File: src/rtl/eth_rx_mac_filter.sv
// Receive-side destination MAC filter: buffers the 6-byte destination address,
// decides forward/discard per frame, then replays the header and passes the payload.
module eth_rx_mac_filter #(
  parameter int LEN_WIDTH = 16
) (
  input  logic                 clk,
  input  logic                 rst,
  input  logic [7:0]           s_axis_tdata,
  input  logic                 s_axis_tvalid,
  output logic                 s_axis_tready,
  input  logic                 s_axis_tlast,
  input  logic                 s_axis_tuser,
  output logic [7:0]           m_axis_tdata,
  output logic                 m_axis_tvalid,
  output logic                 m_axis_tlast,
  output logic                 m_axis_tuser,
  input  logic                 m_axis_tready,
  input  logic [47:0]          cfg_mac_addr,
  input  logic                 cfg_bcast_en,
  input  logic                 cfg_promisc,
  output logic [LEN_WIDTH-1:0] m_frame_len,
  output logic                 m_frame_len_valid,
  output logic                 status_frame_accept,
  output logic                 status_frame_drop,
  output logic                 status_frame_runt
);

  typedef enum logic [1:0] {HDR, REPLAY, PASS, DROP} state_t;

  state_t               state, state_next;
  logic [7:0]           hdr_buf [6];
  logic [2:0]           idx, ridx;
  logic                 hdr_last, hdr_user;
  logic [LEN_WIDTH-1:0] len_cnt, len_inc;
  logic [47:0]          dst;
  logic                 match, in_hs;
  logic                 frame_done, frame_drop, frame_runt;

  // The 6th destination byte is still on the bus when the match decision is made
  assign dst   = {hdr_buf[0], hdr_buf[1], hdr_buf[2], hdr_buf[3], hdr_buf[4], s_axis_tdata};
  assign match = cfg_promisc | (dst == cfg_mac_addr) | (cfg_bcast_en & (dst == 48'hFFFF_FFFF_FFFF));
  assign in_hs = s_axis_tvalid & s_axis_tready;
  assign len_inc = (len_cnt == '1) ? len_cnt : len_cnt + LEN_WIDTH'(1);

  always_ff @(posedge clk) begin
    if (rst) state <= HDR;
    else     state <= state_next;
  end

  always_comb begin
    state_next    = state;
    s_axis_tready = 1'b0;
    m_axis_tvalid = 1'b0;
    m_axis_tdata  = 8'd0;
    m_axis_tlast  = 1'b0;
    m_axis_tuser  = 1'b0;
    frame_done    = 1'b0;
    frame_drop    = 1'b0;
    frame_runt    = 1'b0;
    case (state)
      HDR: begin
        s_axis_tready = ~rst;
        if (s_axis_tvalid) begin
          if (idx == 3'd5) begin
            if (match)             state_next = REPLAY;
            else if (s_axis_tlast) frame_drop = 1'b1;
            else                   state_next = DROP;
          end else if (s_axis_tlast) begin
            frame_runt = 1'b1;
            frame_drop = 1'b1;
          end
        end
      end
      REPLAY: begin
        m_axis_tvalid = 1'b1;
        m_axis_tdata  = hdr_buf[ridx];
        m_axis_tlast  = hdr_last & (ridx == 3'd5);
        m_axis_tuser  = hdr_user & (ridx == 3'd5);
        if (m_axis_tready && ridx == 3'd5) begin
          state_next = hdr_last ? HDR : PASS;
          frame_done = hdr_last;
        end
      end
      PASS: begin
        m_axis_tvalid = s_axis_tvalid & ~rst;
        m_axis_tdata  = s_axis_tdata;
        m_axis_tlast  = s_axis_tlast;
        m_axis_tuser  = s_axis_tuser;
        s_axis_tready = m_axis_tready & ~rst;
        if (s_axis_tvalid && s_axis_tready && s_axis_tlast) begin
          state_next = HDR;
          frame_done = 1'b1;
        end
      end
      DROP: begin
        s_axis_tready = ~rst;
        if (s_axis_tvalid && s_axis_tlast) begin
          state_next = HDR;
          frame_drop = 1'b1;
        end
      end
      default: state_next = HDR;
    endcase
  end

  // Header capture, replay index, length counting and registered status pulses
  always_ff @(posedge clk) begin
    if (rst) begin
      idx                 <= 3'd0;
      ridx                <= 3'd0;
      hdr_last            <= 1'b0;
      hdr_user            <= 1'b0;
      len_cnt             <= '0;
      m_frame_len         <= '0;
      m_frame_len_valid   <= 1'b0;
      status_frame_accept <= 1'b0;
      status_frame_drop   <= 1'b0;
      status_frame_runt   <= 1'b0;
    end else begin
      m_frame_len_valid   <= frame_done;
      status_frame_accept <= frame_done;
      status_frame_drop   <= frame_drop;
      status_frame_runt   <= frame_runt;

      if (state == HDR && in_hs) begin
        hdr_buf[idx] <= s_axis_tdata;
        if (idx == 3'd5) begin
          hdr_last <= s_axis_tlast;
          hdr_user <= s_axis_tuser;
          idx      <= 3'd0;
        end else if (s_axis_tlast) begin
          idx <= 3'd0;
        end else begin
          idx <= idx + 3'd1;
        end
      end

      if (state == REPLAY && m_axis_tready)
        ridx <= (ridx == 3'd5) ? 3'd0 : ridx + 3'd1;

      // In REPLAY the last byte was already counted when it entered the header
      if (frame_done)
        m_frame_len <= (state == PASS) ? len_inc : len_cnt;

      if (frame_done || frame_drop) len_cnt <= '0;
      else if (in_hs)               len_cnt <= len_inc;
    end
  end

endmodule
File: config.mk
export PLATFORM = sky130hd
export DESIGN_NAME = eth_rx_mac_filter
export DESIGN_NICKNAME = d
export VERILOG_FILES = /design/src/rtl/eth_rx_mac_filter.sv
export SDC_FILE = /design/constraint.sdc
export NUM_CORES = 1
export LEC_CHECK = 0
export ABC_AREA = 1
export ABC_CLOCK_PERIOD_IN_PS = 3400
export BUFFER_PORTS_ARGS = -buffer_cell sky130_fd_sc_hd__buf_4
export CORE_ASPECT_RATIO = 1.25
export CORE_MARGIN = 8
export CORE_UTILIZATION = 57
export DETAILED_ROUTE_END_ITERATION = 16
export PLACE_DENSITY = 0.88
export SKIP_LAST_GASP = 1
export SLEW_MARGIN = 10
export SYNTH_ARGS = -nofsm -noshare
export SYNTH_HDL_FRONTEND = slang
export SYNTH_SLANG_ARGS = --single-unit
File: constraint.sdc
create_clock -name clk -period 3.4 [get_ports clk]
set_input_delay 0.17 -clock clk [delete_from_list [all_inputs] [get_ports clk]]
set_output_delay 0.17 -clock clk [all_outputs]
set_load 0.05 [all_outputs]
* After elaboration in Yosys (flattened, before gate mapping)
Memories as Yosys holds them, arrays and structs flattened. A register that Yosys moved wholly into a read port is not among the register bits. Index checks and enable logic that the tools add are counted. Widths: inputs -> output; s select.
Cells by class: reductions and logical operators 13, mux-type cells 33, eq/ne operators 14, add/subtract/negate cells 3, bitwise gates (word level) 11
Operators with widths (count):
- $eq 48x48->1 | 1
- $eq 48x48->1 const B | 1
- $mux 16 | 2
- $add 16x1->16 const B | 1
- $eq 16x16->1 const B | 1
- $mux 2 | 8
- $pmux 8 s2 | 1
- $mux 3 | 5
- $pmux 1 s2 | 6
- $mux 1 | 10
- $ne 2x2->1 const B | 5
- $pmux 2 s4 | 1
- $add 3x1->3 const B | 2
- $and 1x1->1 | 6
- $eq 3x3->1 const B | 2
- $logic_and 1x1->1 | 6
- $reduce_and 6->1 | 1
- $eq 2x2->1 const B | 2
- $reduce_or 2->1 | 2
- $reduce_or 4->1 | 1
- $ne 3x3->1 const B | 1
- $not 1->1 | 3
- $eq 2x1->1 const B | 1
- $logic_not 2->1 | 1
- other kinds (3) | 4
Storage, ports and cells: memories kept 1, output and inout port bits 32, memory bits (writable) 48, bits in registers 45, input bits 64
Memory list:
- hdr_buf | depth 6, width 8, rd ports 6, clocked after Yosys merged registers in 1, write ports 1, line 31 | logic [7:0] hdr_buf [6];

* Logic depth before layout (Yosys ltp)
Gate-level depths: netlist (run 1).
depth in word-level cells 9, depth in mapped cells 15, mapped depth without buffers 14

* Least setup slack after synthesis (run 1)
OpenSTA, ideal clock, no wires.
path kind reg2reg, start point reg state[0], end point mem hdr_buf[2][0] (enable), required time 3.017 ns, library setup time 0.383 ns, data arrival time 2.053 ns, stages on the path, launching flop included 10, buffers on the path 0, slack 0.964 ns, clock period less this slack 2.436 ns, cells stage by stage dfxtp_1 inv_1 ha_1 nand2_1 nand3_1 nor2_4 nand2_1 inv_1 nand2_1 nor3_1
On the way: cells in the longest elaborated chain, start to end 8, elaborated cells between the ends (all ways) 10, those cells by class eq/ne (2); mux (4); bitwise (1); reduce/logical (3)
Ends and longest elaborated chain:
- start: declaration | line 30 | state_t state, state_next;
- start signal: assignment | line 47 | else state <= state_next;
- $eq 2x2->1 or $logic_not 2->1 (tied branches) | line 60, 125
- $reduce_or 2->1 (no source line)
- $pmux 1 s2 | line 60 | case (state)
- $and 1x1->1 | line 42 | assign in_hs = s_axis_tvalid & s_axis_tready;
- $logic_and 1x1->1 * | line 125 | if (state == HDR && in_hs) begin
- $mux 1 * | line 125
- $mux 1 * | line 108 | if (rst) begin
- $mux 1 (implied by the code) * | line 126 | hdr_buf[idx] <= s_axis_tdata;
- end: declaration | line 31
Mark *: on every way between the ends. The rest lies on a longest branch, timed or not.

==> impl_results.md, run 1 <==
* Run status: complete, no violations
* Hold_buf cts at 0
* Top-Level Pins at 96
* Die Area at 14300 um2
* Fin crit share at 0.811
* Post-synth cell types at 36
* Max Cap Viol at 0
* Setup Fix Bufs, Post-CTS at 0
* Synthesized area at 6110 um2
* Cts bufs inserted at 9
* Core area at 10500 um2
* Crit Path Max Fanout at 17
* Max-slew violation count at 0
* # fillers at 887
* Setup TNS at 0 ns
* Initial DRC Count at 280
* Endpoints failing setup at 0
* Worst path max stage delay at 0.74 ns
* Congestion Overflow GR at 0
* Storage cell area at 2880 um2
* CTS Buffer Depth at 2
* Footprint of the multi-input gates at 2740 um2
* Hold path depth at 3
* Arrival @ worst endpoint at 2.59 ns
* Slew headroom at 0.510
* Ys Warns at 0
* Post-DP HPWL at 13100 um
* WS Path Type: flip-flop to primary output
* Row cnt at 42
* Worst skew pair latency at 0.35 ns
* DRT antenna net count at 0
* DP Cell Count at 1002
* CTS resizes at 0
* Hold_ws at 0.0624 ns
* Count of final hold-check violations at 0
* GPL Wtd Cong at 0.960
* CTS tree: done
* Critical path required time at 3.23 ns
* Detailed Routing Iterations Pass 1 at 5
* CTS Sinks at 112
* Largest net degree at the start of global routing at 44
* Syn_nets at 860
* Synth top area share at 0.314
* Family with the most delay on the worst path: flip-flops
* Die X at 109 um
* WL final at 17400 um
* Diode count at 0
* Primary FF master, synth: edfxtp_1
* I/O Buffers at 95
* CP dominant cell by count: a21oi_1
* Post-place setup slack at 0.791 ns
* H-tree levels at 3
* Hold EP: hdr_user$_SDFFE_PP0P_
* Sw Pwr at 0.00125 W
* Via density at 5.41
* Synth area leader: edfxtp_1
* Final net count at 952
* Count leader, synth: nand2_1
* Worst-path clk slew at 0.08 ns
* Fin crit period at 2.76 ns
* Root Driver: clkbuf_16
* Flop-to-flop setup slack at 0.76 ns
* Sequential share of power at 0.443
* Power Internal at 0.00234 W
* Initial antenna violation count at 0
* DRC Markers at 0
* Cells after Synth at 789
* Combinational share of power at 0.266
* Hold Crit Start: s_axis_tuser
* Clock power frac at 0.292
* Reg2Reg Depth at 9
* Sw Ratio at 0.348
* Async S/R FF share, synth at 0
* Share of layout cells above drive strength 1 at 0.172
* Seq/Total Area, Yosys at 0.472
* Total number of vias at 5511
* CP startpoint kind: flip-flop
* Non-Filler Instances at 1018
* VDD IR max at 357 uV
* Reg2reg end: hdr_buf[0][3]$_DFFE_PP_
* CP bufs+invs at 2
* Area Overhead vs Synth at 18.6%
* Overall Power at 0.00359 W
* Total track usage at 0.242
* Pwr dens at 495 nW/um2
* Die height at 132 um
* R2R Path Start: state[1]$_SDFFE_PP0P_
* Stages on worst setup path at 7
* WL/cell at 17.1 um
* Synthesized area per cell at 7.75 um2
* Worst-path cell chain: inv_1 -> a21oi_1 -> o21ai_0 -> nand3_1 -> o311ai_0 -> a21oi_1 -> buf_4
* Top area cells in the synthesized netlist: edfxtp_1 31%, dfxtp_1 16%, nand2_1 12%, inv_1 5.6%, a21oi_1 5.4%
* Post-route setup slack at 0.643 ns
* RSZ-0062 raised after global routing: false
* Vias in the first global route at 5407
* Measured slew at the worst slew-check pin at 0.733 ns
* Clock Skews at 0.00793 ns
* Commonest cells in the netlist: 200 x nand2_1, 91 x inv_1, 83 x nor2_1
* First-pass GRT wire length at 26800 um
* Slowest CP cell: dfxtp_1
* Worst hold-check path type: input port to flip-flop
* Worst Setup End Kind: primary output
* P_leak at 3.14 nW
* Fmax achieved at 363 MHz
* Post-synth EDFFs at 64
* Yosys reg bits at 112
* Starting density of the core at 0.582
[cell type report]
cell class,count,area share
Timing Repair Buffer,105,0.109
Sequential cell,112,0.398
Tap cell,132,0.0228
Clock inverter,7,0.00932
Multi-Input combinational cell,551,0.378
Inverter,102,0.0528
Clock buffer,9,0.0311
[power groups by stage]
stage | logic, W | registers [W] | clock network, W
finish | 0.000953 | 0.00159 | 0.00105
global route | 0.00105 | 0.00160 | 0.00111
CTS | 0.000947 | 0.00159 | 0.00106
detailed placement | 0.000944 | 0.00162 | 0
global placement | 0.000936 | 0.00162 | 0
floorplan | 0.000652 | 0.00161 | 0
[registers in the layout, summed over array words and instances, names as in the netlist, named ones only]
signal,cells
hdr_buf,64
hdr_last,1
hdr_user,1
idx,3
len_cnt,16
m_frame_len,16
ridx,3
state,2
status_frame_accept,1
status_frame_drop,1
status_frame_runt,1
[cell families after synthesis]
group / Yosys count / share of synthesized area
multiplexers: 5 / 0.00819
AND/OR/NAND/NOR: 365 / 0.256
AO/OA/AOI/OAI: 145 / 0.126
adder cells (fa/ha/maj): 7 / 0.0143
flip-flops: 112 / 0.472
XOR/XNOR: 29 / 0.0428
buffers and inverters: 126 / 0.0808
[metrics by stage]
stage	area, um2	util
3_5_place_dp	6960	0.662
4_1_cts	7250	0.690
2_1_floorplan	6110	-
6_report	7250	0.690
5_1_grt	7250	0.690
3_3_place_gp	6960	0.662
[worst max path at each step]
stage / from / endpoint
global route: state[1]$_SDFFE_PP0P_ / hdr_buf[0][3]$_DFFE_PP_
finish: flip-flop / m_axis_tdata[4]
global placement: state[1]$_SDFFE_PP0P_ / hdr_buf[0][2]$_DFFE_PP_
CTS: flip-flop / m_axis_tdata[4]
detailed placement: state[1]$_SDFFE_PP0P_ / hdr_buf[0][2]$_DFFE_PP_
floorplan: state[0]$_SDFFE_PP0P_ / hdr_buf[2][0]$_DFFE_PP_
[layer usage]
metal,track usage,vias up,wire length [um]
li1,-,2760,-
met1,0.256,2447,6330
met2,0.421,247,8690
met3,0.0548,57,1370
met4,0.150,0,1010
met5,0,-,0
[placed cells by master (no fill, tap or decap), drive strengths merged]
master	count
a221oi	1
edfxtp	64
mux2i	5
clkinvlp	1
nor4	1
xnor2	25
ha	7
inv	105
a21oi	66
o21ai	63
nand3	37
buf	105
o211ai	8
nor2	90
nor3	23
a22oi	2
o311ai	5
or2	2
xor2	4
clkinv	3
clkbuf	9
nand2	207
dfxtp	48
nand4	5
[worst register-to-register path, stage by stage, from the launching register on]
cell	delay (ns)
dfxtp_1	0.38
inv_1	0.08
ha_1	0.36
inv_1	0.14
nand3_1	0.14
nor2_4	0.20
nand2_1	0.15
inv_1	0.14
nand2_1	0.12
nor2_1	0.58
(Power assumes the default switching activity.)
==> inputs of run 2 (changes only) <==
- ABC_AREA: 1 -> 0
- ABC_CLOCK_PERIOD_IN_PS: 3400 -> 2600
- PLACE_DENSITY: 0.88 -> 0.89
- clock period: 3.4 -> 2.6 ns (I/O delays scaled with it)
==> run 2 against run 1 <==
Against the previous run:
- cell count is 28% lower
- clock-buffer cell count is 1 higher
- combinational power is 38% lower
- routed wire length is 6.7% lower
- flip-flop and latch count stayed put
- hold slack worse by 0.0090 ns
- synthesized cell count is 37% lower
- area after synthesis is 6.5% lower
- sequential share of layout area is 1.8 points higher
- largest power group unchanged
==> impl_results.md, run 2 <==
* DRT antenna net count at 0
* Commonest cells in the netlist: 64 x edfxtp_1, 53 x xor2_1, 48 x dfxtp_1
* DRC Markers at 0
* Detailed Routing Iterations Pass 1 at 5
* Combinational share of power at 0.153
* Endpoints failing setup at 0
* Sw Ratio at 0.263
* Post-place setup slack at 0.118 ns
* Worst Setup End Kind: primary output
* Cts bufs inserted at 9
* Die Area at 13500 um2
* VDD IR max at 403 uV
* CTS tree: done
* Design area at 6930 um2
* Synth top area share at 0.336
* H-tree levels at 3
* Total track usage at 0.243
* Diode count at 0
* Slowest CP cell: mux4_2
* CP startpoint kind: flip-flop
* Area Overhead vs Synth at 21.2%
* Slew headroom at 0.439
* Crit Path Max Fanout at 16
* CP bufs+invs at 2
* Measured slew at the worst slew-check pin at 0.820 ns
* Die X at 106 um
* WL final at 16200 um
* Overall Power at 0.00387 W
* Worst-path clk slew at 0.07 ns
* DP Area at 6630 um2
* Synth area leader: edfxtp_1
* Family with the most delay on the worst path: multiplexers
* Clock Skews at 0.0109 ns
* WS Path Type: flip-flop to primary output
* Max reg flops at 64
* Root Driver: clkbuf_16
* Count of final hold-check violations at 0
* Fin crit share at 0.941
* Worst hold-check path type: input port to flip-flop
* Row cnt at 41
* CTS Sinks at 112
* Vias in the first global route at 4705
* Congestion Overflow GR at 0
* Seq/Total Area, Yosys at 0.504
* Arrival @ worst endpoint at 2.32 ns
* Sw Pwr at 0.00102 W
* Top area cells in the synthesized netlist: edfxtp_1 34%, dfxtp_1 17%, xor2_1 8.1%, mux4_2 6.3%, nand2_1 2.5%
* Run status: complete, no violations
* Yosys reg bits at 112
* Worst path max stage delay at 0.55 ns
* RSZ-0062 raised after global routing: false
* Cells after Synth at 499
* Die height at 128 um
* Worst-path cell chain: buf_4 -> mux4_2 -> mux2_2 -> a22oi_1 -> nor2b_1 -> buf_4
* Setup TNS at 0 ns
* Count leader, synth: edfxtp_1
* Post-route setup slack at 0.152 ns
* Pwr dens at 559 nW/um2
* Syn_nets at 570
* Post-DP HPWL at 12100 um
* Initial DRC Count at 340
* Via density at 6.22
* Worst skew pair latency at 0.35 ns
* CP dominant cell by count: buf_4
* Commonest cells after routing, fill and taps aside: 111 x buf_4, 64 x edfxtp_1, 53 x xor2_1, 47 x dfxtp_1, 38 x nand2_1
* P_leak at 2.41 nW
* Final net count at 667
* I/O Buffers at 95
* Hold_ws at 0.0533 ns
* GPL Wtd Cong at 1.11
* Setup Fix Bufs, Post-CTS at 0
* Share of layout cells above drive strength 1 at 0.300
* Critical path required time at 2.47 ns
* Primary FF master, synth: edfxtp_1
* First-pass GRT wire length at 25400 um
* Max-slew violation count at 0
* CTS Buffer Depth at 2
* Clock power frac at 0.343
* Largest net degree at the start of global routing at 43
* Initial antenna violation count at 0
* Largest registers: hdr_buf: 64 flops, len_cnt: 16 flops, m_frame_len: 16 flops
* Top-Level Pins at 96
* Post-synth EDFFs at 64
* Async S/R FF share, synth at 0
* Fmax achieved at 409 MHz
* Ys Warns at 0
* Largest reg by FF count: hdr_buf
* Post-synth cell types at 57
* Fin crit period at 2.45 ns
* WL/cell at 22.2 um
* Power Internal at 0.00285 W
* Starting density of the core at 0.575
* Total number of vias at 4541
* Sequential share of power at 0.504
* Max Cap Viol at 0
* Leading cell type in the layout, fill and taps excluded: buf_4
* Core area at 9950 um2
* Synthesized area per cell at 11.5 um2
* Synthesized area at 5720 um2
## run 2: cell types whose count changed after synthesis, sizes merged, moves of 20 or more
cell and change:
nand3 -20, xor2 +49, a21oi -41, o21ai -46, nor2 -62, inv -94, nor4 +33, nand2 -169
## run 2: metal layers
metal  vias to the layer above  wire length (um)  track usage
met1                      2172              6090        0.270
met4                         0               787        0.141
li1                       2070                 -            -
met3                        48              1340       0.0724
met2                       251              8030        0.406
met5                         -                 0            0
## run 2: worst reg2reg max path, cell delays in order (launching register included)
cell and delay, ns:
edfxtp_1 0.48, xor2_1 0.18, nor4_1 0.37, nand4_1 0.20
o311ai_4 0.42, a211oi_2 0.12, buf_4 0.23, nor4_1 0.31
## run 2: kinds of logic (layout without fill, tap and decap cells)
logic type / Yosys count / in the layout / share of synthesized area
DFF: 112 / 112 / 0.504
xor gates and xnor gates: 68 / 68 / 0.104
and+or+nand+nor: 177 / 177 / 0.179
muxes: 29 / 29 / 0.0877
AOI/OAI and AO/OA: 74 / 74 / 0.0853
buffers and inverters: 32 / 134 / 0.0245
adders and majority gates: 7 / 7 / 0.0153
## run 2: repair_timing
item,in CTS,in global routing
endpoints found under the setup margin,0,7
hold buffers,0,0
resized for setup,0,2
## run 2: metrics by stage
step | std cells | util
global route | 730 | 0.696
finish | 730 | 0.696
floorplan | 499 | -
global placement | 714 | 0.666
detailed placement | 714 | 0.666
CTS | 730 | 0.695
## run 2: layout make-up
class / instances / area (um2)
inverters: 6 / 22.5
clock inverters: 6 / 50.0
multi-input cells: 355 / 2720
fillers: 729 / 3020
clock buffers: 10 / 239
well taps: 129 / 161
flip-flops and latches: 112 / 2880
repair buffers: 112 / 853
## run 2: worst paths after layout
check / from / endpoint / slack (ns) / cells after the start
worst max-delay path: flip-flop / m_axis_tdata[6] / 0.15 / 6
worst min-delay path: s_axis_tuser / hdr_user$_SDFFE_PP0P_ / 0.05 / 3
worst max register to register: hdr_buf[4][1]$_DFFE_PP_ / len_cnt[4]$_SDFFE_PP0P_ / 0.19 / 7
worst min register to register: m_frame_len[12]$_SDFFE_PP0P_ / m_frame_len[12]$_SDFFE_PP0P_ / 0.46 / 2
## run 2: power by group through the flow
stage               clock network [W]  registers [W]  logic (W)
global placement                    0        0.00199   0.000562
CTS                           0.00135        0.00195   0.000582
global route                  0.00141        0.00196   0.000627
finish                        0.00133        0.00195   0.000591
detailed placement                  0        0.00199   0.000578
floorplan                           0        0.00199   0.000336
